==> config.mk <==
export PLATFORM = sky130hd
export DESIGN_NAME = aha_tlx_training_monitor
export DESIGN_NICKNAME = d
export VERILOG_FILES = /design/src/rtl/aha_tlx_mon_pkg.sv /design/src/rtl/aha_tlx_pattern_detector.sv /design/src/rtl/aha_tlx_training_monitor.sv
export SDC_FILE = /design/constraint.sdc
export NUM_CORES = 1
export LEC_CHECK = 0
export ABC_CLOCK_PERIOD_IN_PS = 2250
export CAP_MARGIN = 20
export CORE_MARGIN = 10
export CORE_UTILIZATION = 50
export CTS_CLUSTER_SIZE = 12
export DETAILED_ROUTE_END_ITERATION = 6
export HOLD_SLACK_MARGIN = 0.03
export PLACE_DENSITY = 0.73
export SKIP_CTS_REPAIR_TIMING = 1
export SYNTH_ARGS = -nofsm -noshare
export SYNTH_HDL_FRONTEND = slang
export SYNTH_SLANG_ARGS = --single-unit
==> constraint.sdc <==
create_clock -name CLK -period 2.25 [get_ports CLK]
set_clock_uncertainty 0.1 [all_clocks]
set_input_delay 0.45 -clock CLK [delete_from_list [all_inputs] [get_ports CLK]]
set_output_delay 0.45 -clock CLK [all_outputs]
set_load 0.02 [all_outputs]
==> src/rtl/aha_tlx_mon_pkg.sv <==
// aha_tlx_mon_pkg: shared state encoding, default training word and error counter width
package aha_tlx_mon_pkg;
  typedef enum logic [1:0] {
    ST_SEARCH  = 2'd0,
    ST_ALIGNED = 2'd1,
    ST_LOCKED  = 2'd2,
    ST_PASS    = 2'd3
  } mon_state_e;
  localparam logic [31:0] DEFAULT_PATTERN = 32'hF0F0_A5C3;
  localparam int ERR_W = 16;
endpackage

==> src/rtl/aha_tlx_pattern_detector.sv <==
// aha_tlx_pattern_detector: serial shift register, word bit counter and training word compare
// Mismatch messages are printed only when AHA_TLX_MON_DISPLAY_EN is defined.
module aha_tlx_pattern_detector import aha_tlx_mon_pkg::*; #(
  parameter int PATTERN_W = 32,
  parameter logic [PATTERN_W-1:0] PATTERN = PATTERN_W'(DEFAULT_PATTERN)
) (
  input  logic clk,
  input  logic rst_n,
  input  logic en,
  input  logic din,
  input  logic clr,
  input  logic track,
  output logic match,
  output logic boundary
);
  localparam int CW = PATTERN_W > 1 ? $clog2(PATTERN_W) : 1;
  localparam logic [CW-1:0] LAST = CW'(PATTERN_W - 1);
  logic [PATTERN_W-1:0] sr_q, sr_d;
  logic [CW-1:0] cnt_q, cnt_d;
  // Counter only runs while tracking an aligned stream; it sits at 0 in search so alignment restarts it.
  always_comb begin
    sr_d = clr ? '0 : en ? {sr_q[PATTERN_W-2:0], din} : sr_q;
    cnt_d = clr ? '0 : !en ? cnt_q : !track ? '0 : (cnt_q == LAST) ? '0 : cnt_q + 1'b1;
    match = sr_d == PATTERN;
    boundary = en && !clr && track && cnt_q == LAST;
  end
  always_ff @(posedge clk or negedge rst_n) begin
    if (!rst_n) begin
      sr_q <= '0;
      cnt_q <= '0;
    end else begin
      sr_q <= sr_d;
      cnt_q <= cnt_d;
    end
  end
`ifdef AHA_TLX_MON_DISPLAY_EN
  always @(posedge clk) begin
    if (rst_n && boundary && !match)
      $display("%0t aha_tlx_mon: word error expected %h received %h", $time, PATTERN, sr_d);
  end
`endif
endmodule

==> src/rtl/aha_tlx_training_monitor.sv <==
// aha_tlx_training_monitor: lane-0 training lock monitor with echo delay and pass-through
// Define AHA_TLX_MON_DISPLAY_EN for simulation messages on lock, word errors and OE changes.
module aha_tlx_training_monitor import aha_tlx_mon_pkg::*; #(
  parameter int PATTERN_W = 32,
  parameter logic [PATTERN_W-1:0] PATTERN = PATTERN_W'(DEFAULT_PATTERN),
  parameter int LOCK_COUNT = 4,
  parameter int LOOP_DELAY = 2
) (
  input  logic             CLK,
  input  logic             RESETn,
  input  logic             OE,
  input  logic             FWD_DATA_IN,
  input  logic             REV_DATA_IN,
  output logic             REV_DATA_OUT,
  output logic             LOCKED,
  output logic [ERR_W-1:0] ERR_COUNT,
  output logic [1:0]       STATE
);
  localparam int MW = $clog2(LOCK_COUNT + 1);
  mon_state_e state_q, state_d;
  logic [MW-1:0] mcnt_q, mcnt_d;
  logic [ERR_W-1:0] err_q, err_d;
  logic locked_q, locked_d;
  logic [LOOP_DELAY-1:0] dly_q, dly_d;
  logic match, boundary, clr, track;
  // Being in PASS while OE is low marks the OE falling edge.
  assign clr = !OE && state_q == ST_PASS;
  assign track = state_q == ST_ALIGNED || state_q == ST_LOCKED;
  aha_tlx_pattern_detector #(
    .PATTERN_W(PATTERN_W),
    .PATTERN  (PATTERN)
  ) u_det (
    .clk     (CLK),
    .rst_n   (RESETn),
    .en      (!OE),
    .din     (FWD_DATA_IN),
    .clr     (clr),
    .track   (track),
    .match   (match),
    .boundary(boundary)
  );
  always_comb begin
    state_d = state_q;
    mcnt_d = mcnt_q;
    err_d = err_q;
    dly_d = LOOP_DELAY'({dly_q, FWD_DATA_IN});
    if (OE) begin
      state_d = ST_PASS;
    end else if (clr) begin
      state_d = ST_SEARCH;
      mcnt_d = '0;
    end else if (state_q == ST_SEARCH && match) begin
      mcnt_d = MW'(1);
      state_d = LOCK_COUNT <= 1 ? ST_LOCKED : ST_ALIGNED;
    end else if (boundary && match) begin
      mcnt_d = (mcnt_q == MW'(LOCK_COUNT)) ? mcnt_q : mcnt_q + 1'b1;
      state_d = (mcnt_d == MW'(LOCK_COUNT)) ? ST_LOCKED : state_q;
    end else if (boundary) begin
      mcnt_d = '0;
      state_d = ST_SEARCH;
      err_d = &err_q ? err_q : err_q + 1'b1;
    end
    locked_d = state_d == ST_LOCKED;
  end
  always_ff @(posedge CLK or negedge RESETn) begin
    if (!RESETn) begin
      state_q <= ST_SEARCH;
      mcnt_q <= '0;
      err_q <= '0;
      locked_q <= 1'b0;
      dly_q <= '0;
    end else begin
      state_q <= state_d;
      mcnt_q <= mcnt_d;
      err_q <= err_d;
      locked_q <= locked_d;
      dly_q <= dly_d;
    end
  end
  assign REV_DATA_OUT = OE ? REV_DATA_IN : dly_q[LOOP_DELAY-1];
  assign LOCKED = locked_q;
  assign ERR_COUNT = err_q;
  assign STATE = state_q;
`ifdef AHA_TLX_MON_DISPLAY_EN
  always @(posedge CLK) begin
    if (RESETn && locked_d && !locked_q)
      $display("%0t aha_tlx_mon: LOCKED rise", $time);
    if (RESETn && OE != (state_q == ST_PASS))
      $display("%0t aha_tlx_mon: OE changed to %0b", $time, OE);
  end
`endif
endmodule

==> out/qor.txt, run 1 <==
CTS tree: done
hpwl dp: 4930 um
Synth-to-Final Area Change: 29.6%
pin count of the biggest net entering global routing: 62
syn avg cell area: 9.66 um^2
port bufs: 24
Worst Setup SP: STATE[1]
1st-iter DRT viols: 179
r2r startpoint: STATE[1]
Tmin final: 2420 ps
Routed Antenna Nets: 0
violated checks: setup timing
gr usage total: 0.151
VDD IR max: 0.000327 V
number of cells after detailed placement: 431
Starting Density: 0.512
clock buffer depth: 2
CTS sink cnt: 61
Final Hold Fails: 0
Post-synth EDFFs: 0
first-pass GRT wire length: 12000 um
fin util: 0.664
synthesis-stage register bit count: 61
CP endpoint kind: register
RD Place Congestion: 0.849
worst hold start: dly_q[0]
Worst EP arrival: 2560 ps
most common cell after layout, fill and taps aside: nand2_1
RSZ-0062 raised after global routing: true
final period utilization: 1.07
Post-Layout Cell Count: 450
die height: 97.6 um
mean routed wirelength per cell: 16.3 um
Power Density: 623 nW/um^2
clk_lat worst skew: 340 ps
grt ovf: 0
antenna violations before repair: 0
FMAX: 414 MHz
max-slew violation count: 0
Tightest Hold Check Type: register to register
Post-Route Setup TNS: -2000 ps
crit path kind: register to register
cell area after synthesis: 3010 um^2
worst path required time: 2390 ps
Die W: 97.6 um
vias in the first global route: 2527
Tightest Pin Transition: 532 ps
setup ws final: -168 ps
die area: 9530 um^2
Post-synth top flop: dfrtp_1
Pleak: 1.70 nW
layout cells sized above 1: 0.219
Ant. Diodes: 0
async set-or-reset flop fraction in the synthesized netlist: 1.00
number of library cell types mapped by synthesis: 50
root buffer cell: clkbuf_8
Routed WL: 7320 um
Overall Power: 2.43 mW
Reg clk slew, reported paths: 70 ps
Core ar.: 5890 um^2
Ys Warns: 0
io pins: 25
vias: 2525
most frequent cells in the layout: nand2_1, dfrtp_1, buf_4
syn_nets: 324
cts bufs inserted: 9
Max Cap Viol: 0
Via-to-Cell Ratio: 5.61
Slew HR: 0.640
Net count, final: 384
setup violators final: 21
pre-CTS WS: -463 ps
kind of start point of the critical path: register
H-tree levels: 3
largest fanout on the critical path: 5
Row Count: 28
synthesized instance count: 312
register area share after synthesis: 0.506
TritonRoute pass-1 iters: 4
fillers: 488
outcome: complete, but fails checks
number of remaining DRC errors: 0
[final cells by class]
type	instances	area (um^2)	area share
Clock inverter	2	10.0	0.00256
Multi-Input combinational cell	229	1530	0.391
Clock buffer	12	155	0.0397
Sequential cell	61	1530	0.391
Inverter	6	22.5	0.00577
Tap cell	75	93.8	0.0240
Timing Repair Buffer	65	567	0.145
[cell usage after synthesis (all sizes together), types with 4 or more instances]
library cell / n / area [um^2]
inv: 6 / 22.5
dfrtp: 61 / 1530
nand2: 68 / 255
nor3: 7 / 40.0
ha: 7 / 87.6
o21ai: 33 / 169
buf: 5 / 22.5
nor4b: 4 / 35.0
nand3b: 4 / 30.0
nor2: 6 / 22.5
nand2b: 5 / 31.3
nand3: 13 / 70.1
and3: 13 / 81.3
a22o: 4 / 35.0
nand4: 8 / 50.1
xnor2: 14 / 123
clkbuf: 11 / 41.3
[worst max-delay path: stages (launching register included)]
cell	delay, ps
dfrtp_2	430
ha_4	170
or3b_4	370
a221o_1	410
nor3_2	200
nand3_4	160
mux2_4	350
nor4_4	130
[through the flow]
| stage | hold WS, ps | cell area [um^2] |
|---|---|---|
| after floorplan | 54.4 | 3050 |
| after global placement | 234 | 3590 |
| after detailed placement | 237 | 3590 |
| after CTS | 25.9 | 3750 |
| after global routing | 265 | 3910 |
| final | 254 | 3910 |
[worst paths after layout]
kind	slack, ps	endpoint	cells past startpoint
hold reg to reg	250	dly_q[1]	0
setup reg to reg	-170	LOCKED	7
setup / recovery	-170	LOCKED	7
hold / removal	250	dly_q[1]	0
max in group asynchronous	1210	STATE[1]	3
min in group asynchronous	560	u_det.sr_q[22]	3
[flip-flops by register name (all words and copies together) (netlist names)]
name         cells
LOCKED           1
u_det.cnt_q      5
ERR_COUNT       16
dly_q            2
u_det.sr_q      32
mcnt_q           3
STATE            2
[cell families (layout without fill, tap and decap cells)]
kind of cell               Yosys count  in the layout  synth area share
and+or+nand+nor                    144            144             0.252
DFF                                 61             61             0.506
AOI/OAI and AO/OA                   60             60             0.127
buffers and inverters               22             85            0.0286
xor gates and xnor gates            14             14            0.0407
adders and majority gates            7              7            0.0291
muxes                                4              4            0.0158
[routing by layer]
layer	up-vias	global-route usage	wire length, um
li1	1227	-	-
met1	1236	0.177	3330
met2	48	0.239	3500
met3	14	0.0555	375
met4	0	0.0682	111
met5	-	0	0
[power breakdown]
part,switching [mW],leakage [nW],internal [mW]
Combinational,0.224,0.775,0.188
Sequential,0.0382,0.835,1.14
Clock,0.401,0.0881,0.444
Total,0.662,1.70,1.77
No activity file was read; power rests on OpenSTA's default activity.
==> run 2: changes to the inputs <==
--- a/config.mk
+++ b/config.mk
@@ -13,7 +13,6 @@
 export DETAILED_ROUTE_END_ITERATION = 6
 export HOLD_SLACK_MARGIN = 0.03
 export PLACE_DENSITY = 0.73
-export SKIP_CTS_REPAIR_TIMING = 1
 export SYNTH_ARGS = -nofsm -noshare
 export SYNTH_HDL_FRONTEND = slang
 export SYNTH_SLANG_ARGS = --single-unit
==> out/qor.txt, run 2 (synthesis results as in run 1) <==
outcome: complete, but fails checks
violated checks: setup timing
Tightest Pin Transition: 515 ps
CP peak stage delay: 430 ps
r2r startpoint: STATE[1]
CTS sink cnt: 61
Clk network pwr share: 0.344
R2R Setup Slk: -190 ps
VDD IR max: 0.000323 V
Post-Layout Cell Count: 453
Logic pwr share: 0.180
root buffer cell: clkbuf_8
number of cells after detailed placement: 431
RD Place Congestion: 0.849
gr usage total: 0.156
kind of start point of the critical path: register
Ant. Diodes: 0
worst path required time: 2400 ps
largest fanout on the critical path: 6
Slew HR: 0.655
Pleak: 1.77 nW
Synth-to-Final Area Change: 35.4%
placed inst area: 3590 um^2
Final Hold Fails: 0
Top reg by flops: u_det.sr_q
Seq pwr share: 0.477
CP Depth: 8
Tightest Hold Check Type: register to register
hpwl dp: 4930 um
grt ovf: 0
first-pass GRT wire length: 12500 um
max-slew violation count: 0
crit path kind: register to register
TritonRoute pass-1 iters: 4
CTS tree: done
Tmin final: 2440 ps
most frequent cells in the layout: nand2_1, dfrtp_1, buf_4
Reg clk slew, reported paths: 70 ps
die height: 97.6 um
FMAX: 410 MHz
max reg flops: 32
Worst EP arrival: 2590 ps
Die W: 97.6 um
pin count of the biggest net entering global routing: 62
CP Cell Sequence: ha_4, buf_6, nor4bb_4, nand3_2, a2111oi_4, nand3_2, mux2_4, nor4_4
Row Count: 28
Crit path buffers/inverters: 1
vias in the first global route: 2588
Net count, final: 387
most common cell after layout, fill and taps aside: nand2_1
number of remaining DRC errors: 0
worst r2r dst: LOCKED
cts bufs inserted: 9
clock buffer depth: 2
Worst path top cell family by delay: simple AND/OR/NAND/NOR gates
Max Cap Viol: 0
Power Density: 605 nW/um^2
Worst Setup SP: STATE[1]
port bufs: 24
setup violators final: 21
Routed WL: 7500 um
H-tree levels: 3
Critical Path Slowest Stage Cell: dfrtp_2
Sw Ratio: 0.277
clk_lat worst skew: 340 ps
CP endpoint kind: register
antenna violations before repair: 0
final period utilization: 1.08
mean routed wirelength per cell: 16.5 um
die area: 9530 um^2
Sw Pwr: 0.683 mW
most used cell, CP: nand3_2
Worst Reg-to-Reg Cells: 8
crit path to: LOCKED
Starting Density: 0.512
Power Internal: 1.79 mW
setup ws final: -190 ps
design area: 4080 um^2
Core ar.: 5890 um^2
1st-iter DRT viols: 175
Routed Antenna Nets: 0
vias: 2544
Via-to-Cell Ratio: 5.62
io pins: 25
layout cells sized above 1: 0.270
RSZ-0062 raised after global routing: true
## run 2: metal layers
metal | vias up | global-route usage | part of all wire | routed length [um]
li1 | 1236 | - | - | -
met3 | 15 | 0.0555 | 0.051 | 382
met2 | 50 | 0.253 | 0.48 | 3600
met5 | - | 0 | 0 | 0
met1 | 1243 | 0.181 | 0.45 | 3360
met4 | 0 | 0.0660 | 0.021 | 158
## run 2: through the flow
stage | setup TNS [ps] | util | hold slack [ps] | total power, mW | worst slack, ps
floorplan | -715 | - | 54.4 | 1.41 | -99.9
global placement | -6580 | 0.609 | 234 | 1.57 | -360
detailed placement | -8550 | 0.609 | 237 | 1.58 | -463
CTS | -2900 | 0.666 | 251 | 2.43 | -214
global route | -4410 | 0.693 | 264 | 2.57 | -309
finish | -2300 | 0.693 | 253 | 2.47 | -190
## run 2: repair_timing
action	in CTS	in global routing
gates resized for setup	24	26
hold endpoints to repair	32	0
pin swaps	15	14
endpoints found under the setup margin	23	23
hold buffers	1	0
cloned	1	0
buffers inserted	5	2
## run 2: power by group through the flow
| stage | combinational, mW | sequential (mW) | clock, mW |
|---|---|---|---|
| 3_3_place_gp | 0.375 | 1.19 | 0 |
| 3_5_place_dp | 0.388 | 1.19 | 0 |
| 6_report | 0.443 | 1.18 | 0.849 |
| 4_1_cts | 0.398 | 1.17 | 0.860 |
| 2_1_floorplan | 0.212 | 1.20 | 0 |
| 5_1_grt | 0.483 | 1.18 | 0.912 |
## run 2: final cells by class
type,instances,area (um^2)
tap,75,93.8
fill,451,1800
timing repair buffer,68,608
sequential,61,1530
clock buffer,12,155
inverter,6,22.5
multi-input combinational,229,1660
clock inverter,2,10.0
## run 2: worst min-delay path by stage
stage / slack [ps] / to / cells after the start / start
after global routing: 260 / dly_q[1] / 0 / dly_q[0]
after detailed placement: 240 / dly_q[1] / 0 / dly_q[0]
after CTS: 250 / dly_q[1] / 0 / dly_q[0]
after global placement: 230 / dly_q[1] / 0 / dly_q[0]
final: 250 / dly_q[1] / 0 / dly_q[0]
after floorplan: 50 / ERR_COUNT[0] / 0 / RESETn
==> run 3: changes to the inputs <==
--- a/config.mk
+++ b/config.mk
@@ -7,12 +7,14 @@
 export LEC_CHECK = 0
 export ABC_CLOCK_PERIOD_IN_PS = 2250
 export CAP_MARGIN = 20
+export CELL_PAD_IN_SITES_DETAIL_PLACEMENT = 1
+export CELL_PAD_IN_SITES_GLOBAL_PLACEMENT = 1
 export CORE_MARGIN = 10
-export CORE_UTILIZATION = 50
+export CORE_UTILIZATION = 40
 export CTS_CLUSTER_SIZE = 12
 export DETAILED_ROUTE_END_ITERATION = 6
 export HOLD_SLACK_MARGIN = 0.03
-export PLACE_DENSITY = 0.73
+export PLACE_DENSITY_LB_ADDON = 0.1
 export SYNTH_ARGS = -nofsm -noshare
 export SYNTH_HDL_FRONTEND = slang
 export SYNTH_SLANG_ARGS = --single-unit
==> out/qor.txt, run 3 (synthesis results as in run 1) <==
outcome: complete, but fails checks
violated checks: setup timing
Post-Layout Cell Count: 481
max reg flops: 32
Worst Reg-to-Reg Cells: 8
root buffer cell: clkbuf_8
Reg clk slew, reported paths: 70 ps
Routed Antenna Nets: 0
clk_lat worst skew: 340 ps
CTS tree: done
Critical Path Slowest Stage Cell: dfrtp_2
largest fanout on the critical path: 5
kind of start point of the critical path: register
final period utilization: 1.08
gr usage total: 0.152
die height: 107 um
TritonRoute pass-1 iters: 4
Die W: 107 um
Pleak: 1.77 nW
Slew HR: 0.725
Final Hold Fails: 0
grt ovf: 0
number of remaining DRC errors: 0
Top reg by flops: u_det.sr_q
worst path required time: 2400 ps
Power Density: 660 nW/um^2
RD Place Congestion: 0.780
most common cell after layout, fill and taps aside: nand2_1
Hold Path Depth: 0
io pins: 25
Net count, final: 389
Synth-to-Final Area Change: 33.4%
FMAX: 410 MHz
1st-iter DRT viols: 131
Routed WL: 8100 um
Max Cap Viol: 0
CP peak stage delay: 430 ps
CP Cell Sequence: ha_4, or3b_4, a221o_1, buf_6, nor3_4, nand3_4, mux2_4, nor4_4
cts bufs inserted: 9
hpwl dp: 5760 um
H-tree levels: 3
vias: 2584
fin util: 0.551
setup ws final: -187 ps
VDD IR max: 0.000280 V
setup violators final: 21
Tightest Pin Transition: 410 ps
Worst EP arrival: 2590 ps
clock buffer depth: 2
crit path kind: register to register
CP endpoint kind: register
mean routed wirelength per cell: 16.8 um
antenna violations before repair: 0
layout cells sized above 1: 0.236
Tightest Hold Check Type: register to register
first-pass GRT wire length: 14000 um
pin count of the biggest net entering global routing: 62
Core ar.: 7290 um^2
port bufs: 24
CTS sink cnt: 61
Starting Density: 0.413
Via-to-Cell Ratio: 5.37
Ant. Diodes: 0
Tmin final: 2440 ps
most frequent cells in the layout: nand2_1, dfrtp_1, buf_4
number of cells after detailed placement: 462
vias in the first global route: 2754
RSZ-0062 raised after global routing: true
die area: 11400 um^2
Row Count: 31
max-slew violation count: 0
-- run 3: area by class of cell --
type	count	area [um^2]
fillers	851	3270
multi-input cells	229	1540
flip-flops and latches	61	1530
repair buffers	70	601
clock buffers	11	131
well taps	99	124
clock inverters	5	75.1
inverters	6	22.5
-- run 3: final timing paths --
kind | from | end | slack [ps]
max | STATE[0] | LOCKED | -190
min | dly_q[0] | dly_q[1] | 270
max reg2reg | STATE[0] | LOCKED | -190
min reg2reg | dly_q[0] | dly_q[1] | 270
max in group asynchronous | RESETn | STATE[0] | 1190
min in group asynchronous | RESETn | u_det.sr_q[21] | 540
-- run 3: worst max-delay path, delay by kind of cell, from the launching register on --
| kind | cells | cell delay [ps] |
|---|---|---|
| buffers and inverters | 1 | 150 |
| AOI/OAI and AO/OA | 1 | 390 |
| adders and majority gates | 1 | 170 |
| and+or+nand+nor | 4 | 760 |
| DFF | 1 | 430 |
| muxes | 1 | 350 |
-- run 3: report_power, final --
group          switching (mW)  total (mW)  internal, mW
combinational           0.233       0.426         0.192
clock                   0.435        1.05         0.619
sequential             0.0388        1.18          1.14
total                   0.707        2.66          1.95
-- run 3: layer usage --
| layer | GRT usage | wire length [um] | vias to the layer above |
|---|---|---|---|
| li1 | - | - | 1234 |
| met1 | 0.182 | 3650 | 1313 |
| met2 | 0.252 | 4030 | 31 |
| met3 | 0.0473 | 332 | 6 |
| met4 | 0.0522 | 83 | 0 |
| met5 | 0 | 0 | - |
-- run 3: what timing repair did --
item / in CTS / in global routing
gates resized for setup: 19 / 6
endpoints found under the hold margin: 8 / 0
buffers inserted: 1 / 1
pin swaps: 7 / 3
hold buffers: 1 / 0
endpoints found under the setup margin: 24 / 23
-- run 3: per-stage QoR --
| stage | setup slack [ps] | cell area (um^2) | hold slack (ps) | power, mW | TNS (ps) |
|---|---|---|---|---|---|
| after floorplan | -99.9 | 3050 | 54.4 | 1.41 | -715 |
| after global placement | -427 | 3670 | 244 | 1.58 | -8190 |
| after detailed placement | -439 | 3670 | 254 | 1.59 | -8460 |
| after CTS | -226 | 3980 | 269 | 2.67 | -3360 |
| after global routing | -286 | 4020 | 272 | 2.78 | -4410 |
| final | -187 | 4020 | 270 | 2.66 | -2570 |
